`src/rtl/execute_cycle.sv`:
```
// Execute stage of the RV32I pipeline: operand forwarding, ALU, beq resolution and the EX/MEM register.
// Define EXEC_FORWARDING_EN to build the local forwarding muxes; otherwise pre-selected decode operands are used.
module execute_cycle (
    input  logic        clk,
    input  logic        rst,
    input  logic        RegWrite_E,
    input  logic        MemWrite_E,
    input  logic        ResultSrc_E,
    input  logic        Branch_E,
    input  logic        ALUSrc_E,
    input  logic [2:0]  ALUControl_E,
    input  logic [31:0] RD1_E,
    input  logic [31:0] RD2_E,
    input  logic [31:0] Imm_Ext_E,
    input  logic [31:0] Mux1_E,
    input  logic [31:0] PC_E,
    input  logic [31:0] PCPlus4_E,
    input  logic [4:0]  Rd_E,
    input  logic [1:0]  ForwardA_E,
    input  logic [1:0]  ForwardB_E,
    input  logic [31:0] ALUResult_M_fwd,
    input  logic [31:0] Result_W,
    input  logic        Stall_M,
    input  logic        Flush_M,
    output logic        PCSrc_E,
    output logic [31:0] PCTarget_E,
    output logic        RegWrite_M,
    output logic        MemWrite_M,
    output logic        ResultSrc_M,
    output logic [31:0] ALUResult_M,
    output logic [31:0] WriteData_M,
    output logic [31:0] PCPlus4_M,
    output logic [4:0]  Rd_M,
    output logic        Zero_M
);

    logic [31:0] src_a_s;
    logic [31:0] fwd_b_s;
    logic [31:0] src_b_s;
    logic [31:0] alu_result_s;
    logic        zero_s;
    logic        cfg_unused_s;

    function automatic logic [31:0] alu_calc(
        input logic [2:0]  op,
        input logic [31:0] a,
        input logic [31:0] b
    );
        logic [31:0] r;
        case (op)
            3'b000:  r = a + b;
            3'b001:  r = a - b;
            3'b010:  r = a & b;
            3'b011:  r = a | b;
            3'b100:  r = a ^ b;
            3'b101:  r = ($signed(a) < $signed(b)) ? 32'd1 : 32'd0;
            3'b110:  r = (a < b) ? 32'd1 : 32'd0;
            default: r = 32'd0;
        endcase
        return r;
    endfunction

    // Encoding 11 is reserved and falls back to the register-file value.
    function automatic logic [31:0] fwd_sel(
        input logic [1:0]  sel,
        input logic [31:0] rf_val,
        input logic [31:0] wb_val,
        input logic [31:0] mem_val
    );
        logic [31:0] r;
        case (sel)
            2'b01:   r = wb_val;
            2'b10:   r = mem_val;
            default: r = rf_val;
        endcase
        return r;
    endfunction

`ifdef EXEC_FORWARDING_EN
    assign src_a_s      = fwd_sel(ForwardA_E, RD1_E, Result_W, ALUResult_M_fwd);
    assign fwd_b_s      = fwd_sel(ForwardB_E, RD2_E, Result_W, ALUResult_M_fwd);
    assign src_b_s      = ALUSrc_E ? Imm_Ext_E : fwd_b_s;
    assign cfg_unused_s = ^Mux1_E;
`else
    assign src_a_s      = RD1_E;
    assign fwd_b_s      = RD2_E;
    assign src_b_s      = Mux1_E;
    assign cfg_unused_s = ^{ForwardA_E, ForwardB_E, ALUResult_M_fwd, Result_W, ALUSrc_E};
`endif

    assign alu_result_s = alu_calc(ALUControl_E, src_a_s, src_b_s);
    assign zero_s       = (alu_result_s == 32'd0);

    // Redirect is suppressed during reset so fetch never follows garbage operands.
    assign PCSrc_E    = rst ? 1'b0 : (Branch_E & zero_s);
    assign PCTarget_E = PC_E + Imm_Ext_E;

    // EX/MEM register: reset beats flush, flush beats stall.
    always_ff @(posedge clk) begin
        if (rst || Flush_M) begin
            RegWrite_M  <= 1'b0;
            MemWrite_M  <= 1'b0;
            ResultSrc_M <= 1'b0;
            ALUResult_M <= 32'd0;
            WriteData_M <= 32'd0;
            PCPlus4_M   <= 32'd0;
            Rd_M        <= 5'd0;
            Zero_M      <= 1'b0;
        end else if (!Stall_M) begin
            RegWrite_M  <= RegWrite_E;
            MemWrite_M  <= MemWrite_E;
            ResultSrc_M <= ResultSrc_E;
            ALUResult_M <= alu_result_s;
            WriteData_M <= fwd_b_s;
            PCPlus4_M   <= PCPlus4_E;
            Rd_M        <= Rd_E;
            Zero_M      <= zero_s;
        end else begin
            RegWrite_M  <= RegWrite_M;
            MemWrite_M  <= MemWrite_M;
            ResultSrc_M <= ResultSrc_M;
            ALUResult_M <= ALUResult_M;
            WriteData_M <= WriteData_M;
            PCPlus4_M   <= PCPlus4_M;
            Rd_M        <= Rd_M;
            Zero_M      <= Zero_M;
        end
    end

endmodule
```
`config.mk`:
```
export PLATFORM = sky130hd
export DESIGN_NAME = execute_cycle
export DESIGN_NICKNAME = d
export VERILOG_FILES = /design/src/rtl/execute_cycle.sv
export SDC_FILE = /design/constraint.sdc
export NUM_CORES = 1
export LEC_CHECK = 0
export ABC_CLOCK_PERIOD_IN_PS = 6140
export CORE_MARGIN = 3
export CORE_UTILIZATION = 27
export CTS_CLUSTER_DIAMETER = 40
export DETAILED_ROUTE_END_ITERATION = 6
export PLACE_DENSITY_LB_ADDON = 0.05
export SLEW_MARGIN = 0
export SYNTH_ARGS = -nofsm -noshare
export SYNTH_HDL_FRONTEND = slang
export SYNTH_SLANG_ARGS = --single-unit
```
`constraint.sdc`:
```
create_clock -name clk -period 6.14 [get_ports clk]
set_input_delay 1.842 -clock clk [delete_from_list [all_inputs] [get_ports clk]]
set_output_delay 1.842 -clock clk [all_outputs]
set_load 0.05 [all_outputs]
```
==> results.md <==
* Most frequent cells in the layout: 507 x buf_4, 241 x clkdlybuf4s50_1, 199 x nor2_1, 105 x dfxtp_1, 105 x nand2_1
* Synth warnings at 0
* Post-synth top area share at roughly a fifth
* Logic pwr share at 61.8%
* CTS H-Tree Depth at 3
* Root buffer cell: clkbuf_16
* Area growth syn-to-layout at 89.7%
* Clock power frac at between 15 and 20%
* IR drop worst, VDD at 143 uV
* Synth Cell Area at 11000 um^2
* Ratio of final minimum period to clock period at 116%
* R2R depth at 3
* CTS tree: yes
* #FFs+latches synth at 105
* CP top delay family: buffers and inverters
* Worst path slowest cell: fa_2
* Mapped Avg Cell Area at about 7.4 um^2
* Worst-path clk slew at 0.07 ns
* Total congestion overflow at 0
* Synth area leader: dfxtp_1
* Final core utilization at 52.2%
* I/O pin count at 415
* Antenna cells at 0
* Later-pin clock latency in the skew report at 0.33 ns
* Max_slew headroom at 40.6%
* Synth async-reset ratio at 0%
* Routed vias/inst at approximately 5.0
* CP required at between 6 and 7 ns
* Placed Instance Area at 18700 um^2
* Netlist cell types at 87
* Worst R2R Setup Slack at 5.34 ns
* Min cycle time layout at 7.13 ns
* Fin area at 20900 um^2
* Pint at about 2.1 mW
* Synth Instances at 1483
* Avg WL per Cell at 18.1 um
* HP Start: ALUResult_M[26]
* Critical path class: in2reg
* Worst Path Max Fanout at 4
* Max cap viols at 0
* Synth area leaders: dfxtp_1 19%, ha_1 16%, mux2i_1 7.5%
* Chip height at between 200 and 250 um
* Nets at 2703
* F_max at 140 MHz
* Initial core utilization at 27.5%
* Maximum number of pins on one net before global-route repair at 74
* Slowest cell delay on critical path at between 0.3 and 0.4 ns
* Post-synth net total at 1900
* Arrival time worst endpoint at around 7.3 ns
* Clock buffer count from CTS at 9
* Failing checks: negative setup slack
* # port buffers at 345
* CTS Sinks at around 110
* Number of synthesized flops with an enable pin at 0
* Final worst slack at -0.995 ns
* Pwr per Cell Area at ~160 nW/um^2
* RePlAce Congestion at 0.905
* Post-DRT Antenna Nets at 0
* Rows at 73
* Hold depth at 2
* Drt total wl at around 50000 um
* CP endpoint kind: flip-flop
* WP depth at 37
* Global-route wire length before repair at 78000 um
* Register share of total power at 20.9%
* Die Wd at 208 um
* Startpoint types: primary input
* Cell mode on critical path: buf_4
* Total core area at 40000 um^2
* Layout cells sized above 1 at about 38%
* # DRC at 0
* GR Util All Layers at roughly 22%
* Slew @ Worst Pin at 0.892 ns
* Vias at around 14000
* Clk buf depth at 2
* Worst Skew at 0 ns
* Post-DP HPWL at 40900 um
* Post-synthesis sequential area ratio at 19.1%
* Outcome: complete, but fails checks
* Slew Viols, Final at 0
* Top_reg_cell synth: dfxtp_1
* Initial antenna violation count at 2
* Bufs and invs on worst path at 25
* RSZ-0062 raised after global routing: true
* Post-CTS Hold Fix Bufs at 0
* DRT Pass-1 Iters at 7
* Commonest non-fill, non-tap cell in the layout: buf_4
* Initial DRC Count at 818
* Leak pwr at roughly 9.4 nW
* Final setup fails at 9
* Number of global-route vias before repair at between 10000 and 15000
* Hold endpoint: ALUResult_M[26]
* Fin. Hold Viols at 0
* FF-to-FF Start: ALUResult_M[7]
* Die area at 43200 um^2
* Switch share at 39.1%
* Net switching power at 1.34 mW
* Worst hold path type: reg2reg
* RR Endpoint: ALUResult_M[7]
==> flip-flops by register name, indices dropped and copies added (netlist names) <==
name         cells
PCPlus4_M       32
WriteData_M     32
Rd_M             5
ALUResult_M     32
ResultSrc_M      1
Zero_M           1
RegWrite_M       1
MemWrite_M       1
==> how the worst max path moves through the flow <==
stage / start / end / slack (ns)
after floorplan: Mux1_E[12] / PCSrc_E / -0.72
after global placement: RD1_E[4] / PCSrc_E / -1.82
after CTS: Mux1_E[16] / PCSrc_E / -0.92
after detailed placement: Mux1_E[1] / PCSrc_E / -1.93
final: Mux1_E[0] / ALUResult_M[28] / -0.99
after global routing: Mux1_E[0] / PCSrc_E / -1.09
==> area by class of cell <==
| cell class | instances | area, um^2 |
|---|---|---|
| multi-input cells | 1187 | 9710 |
| well taps | 525 | 657 |
| fillers | 3904 | 19100 |
| flip-flops and latches | 105 | 2100 |
| clock buffers | 12 | 256 |
| inverters | 110 | 433 |
| clock inverters | 4 | 51.3 |
| repair buffers | 873 | 7660 |
==> repair_timing <==
action | CTS | global route
cloned | 0 | 0
resized for setup | 411 | 114
endpoints found under the setup margin | 18 | 16
pin swaps | 108 | 63
setup buffers | 84 | 21
==> metal layers <==
layer / up-vias / global-route usage (%) / part of all wire (%)
met5: - / 0 / 0.053
met4: 4 / 4.70 / 2.0
met3: 52 / 3.55 / 5.8
met2: 414 / 37.3 / 47
met1: 6580 / 30.0 / 45
li1: 6917 / - / -
==> worst min-delay path: cells and delay by family (launching register included) <==
family             cells  cell delay, ns
AOI/OAI and AO/OA      1            0.05
DFF                    1            0.31
and+or+nand+nor        1            0.06
==> cell families (layout without fill, tap and decap cells) <==
logic type,Yosys count,in the layout,synth area share (%)
flip-flops,105,105,19.1
AND/OR/NAND/NOR,500,500,21.0
XOR/XNOR,34,34,2.71
adder cells (fa/ha/maj),140,140,16.1
AO/OA/AOI/OAI,428,428,26.5
buffers and inverters,191,999,6.78
multiplexers,85,85,7.75
==> through the flow <==
step,total power [mW],hold slack (ns),setup TNS (ns),cells,worst slack (ns)
2_1_floorplan,1.65,0.681,-1.04,1483,-0.719
3_3_place_gp,2.58,0.453,-10.24,2703,-1.82
3_5_place_dp,2.59,0.453,-10.38,2703,-1.93
4_1_cts,3.37,0.464,-3.79,2802,-0.920
5_1_grt,3.62,0.482,-5.16,2816,-1.09
6_report,3.43,0.460,-3.84,2816,-0.995
==> power groups by stage <==
stage               clock (mW)  sequential [mW]  combinational (mW)
floorplan                    0            0.816               0.832
global placement             0            0.732                1.85
detailed placement           0            0.733                1.85
CTS                      0.613            0.718                2.04
global route             0.639            0.721                2.26
finish                   0.594            0.718                2.12
==> Yosys cell counts (all sizes together), types with 4 or more instances <==
master	number
nor4	17
xnor2	29
o311ai	5
or2	7
dfxtp	105
nand4	13
nand3	29
mux2i	83
a2111oi	5
o21bai	10
a311oi	4
xor2	5
o31a	5
o31ai	19
a221oi	6
o211a	8
o211ai	23
a211o	6
inv	109
a21o	33
or4	7
a21boi	6
nand2b	24
nor3	34
a211oi	24
a22oi	5
ha	137
o21ai	63
a221o	4
a21oi	121
o41ai	4
nor2b	20
o221ai	7
and3	5
o2111ai	6
o21a	15
nor2	209
o22ai	7
clkbuf	54
a31oi	14
buf	27
nand2	109
and2	7
Note: power is estimated with default switching activity, not from simulation.
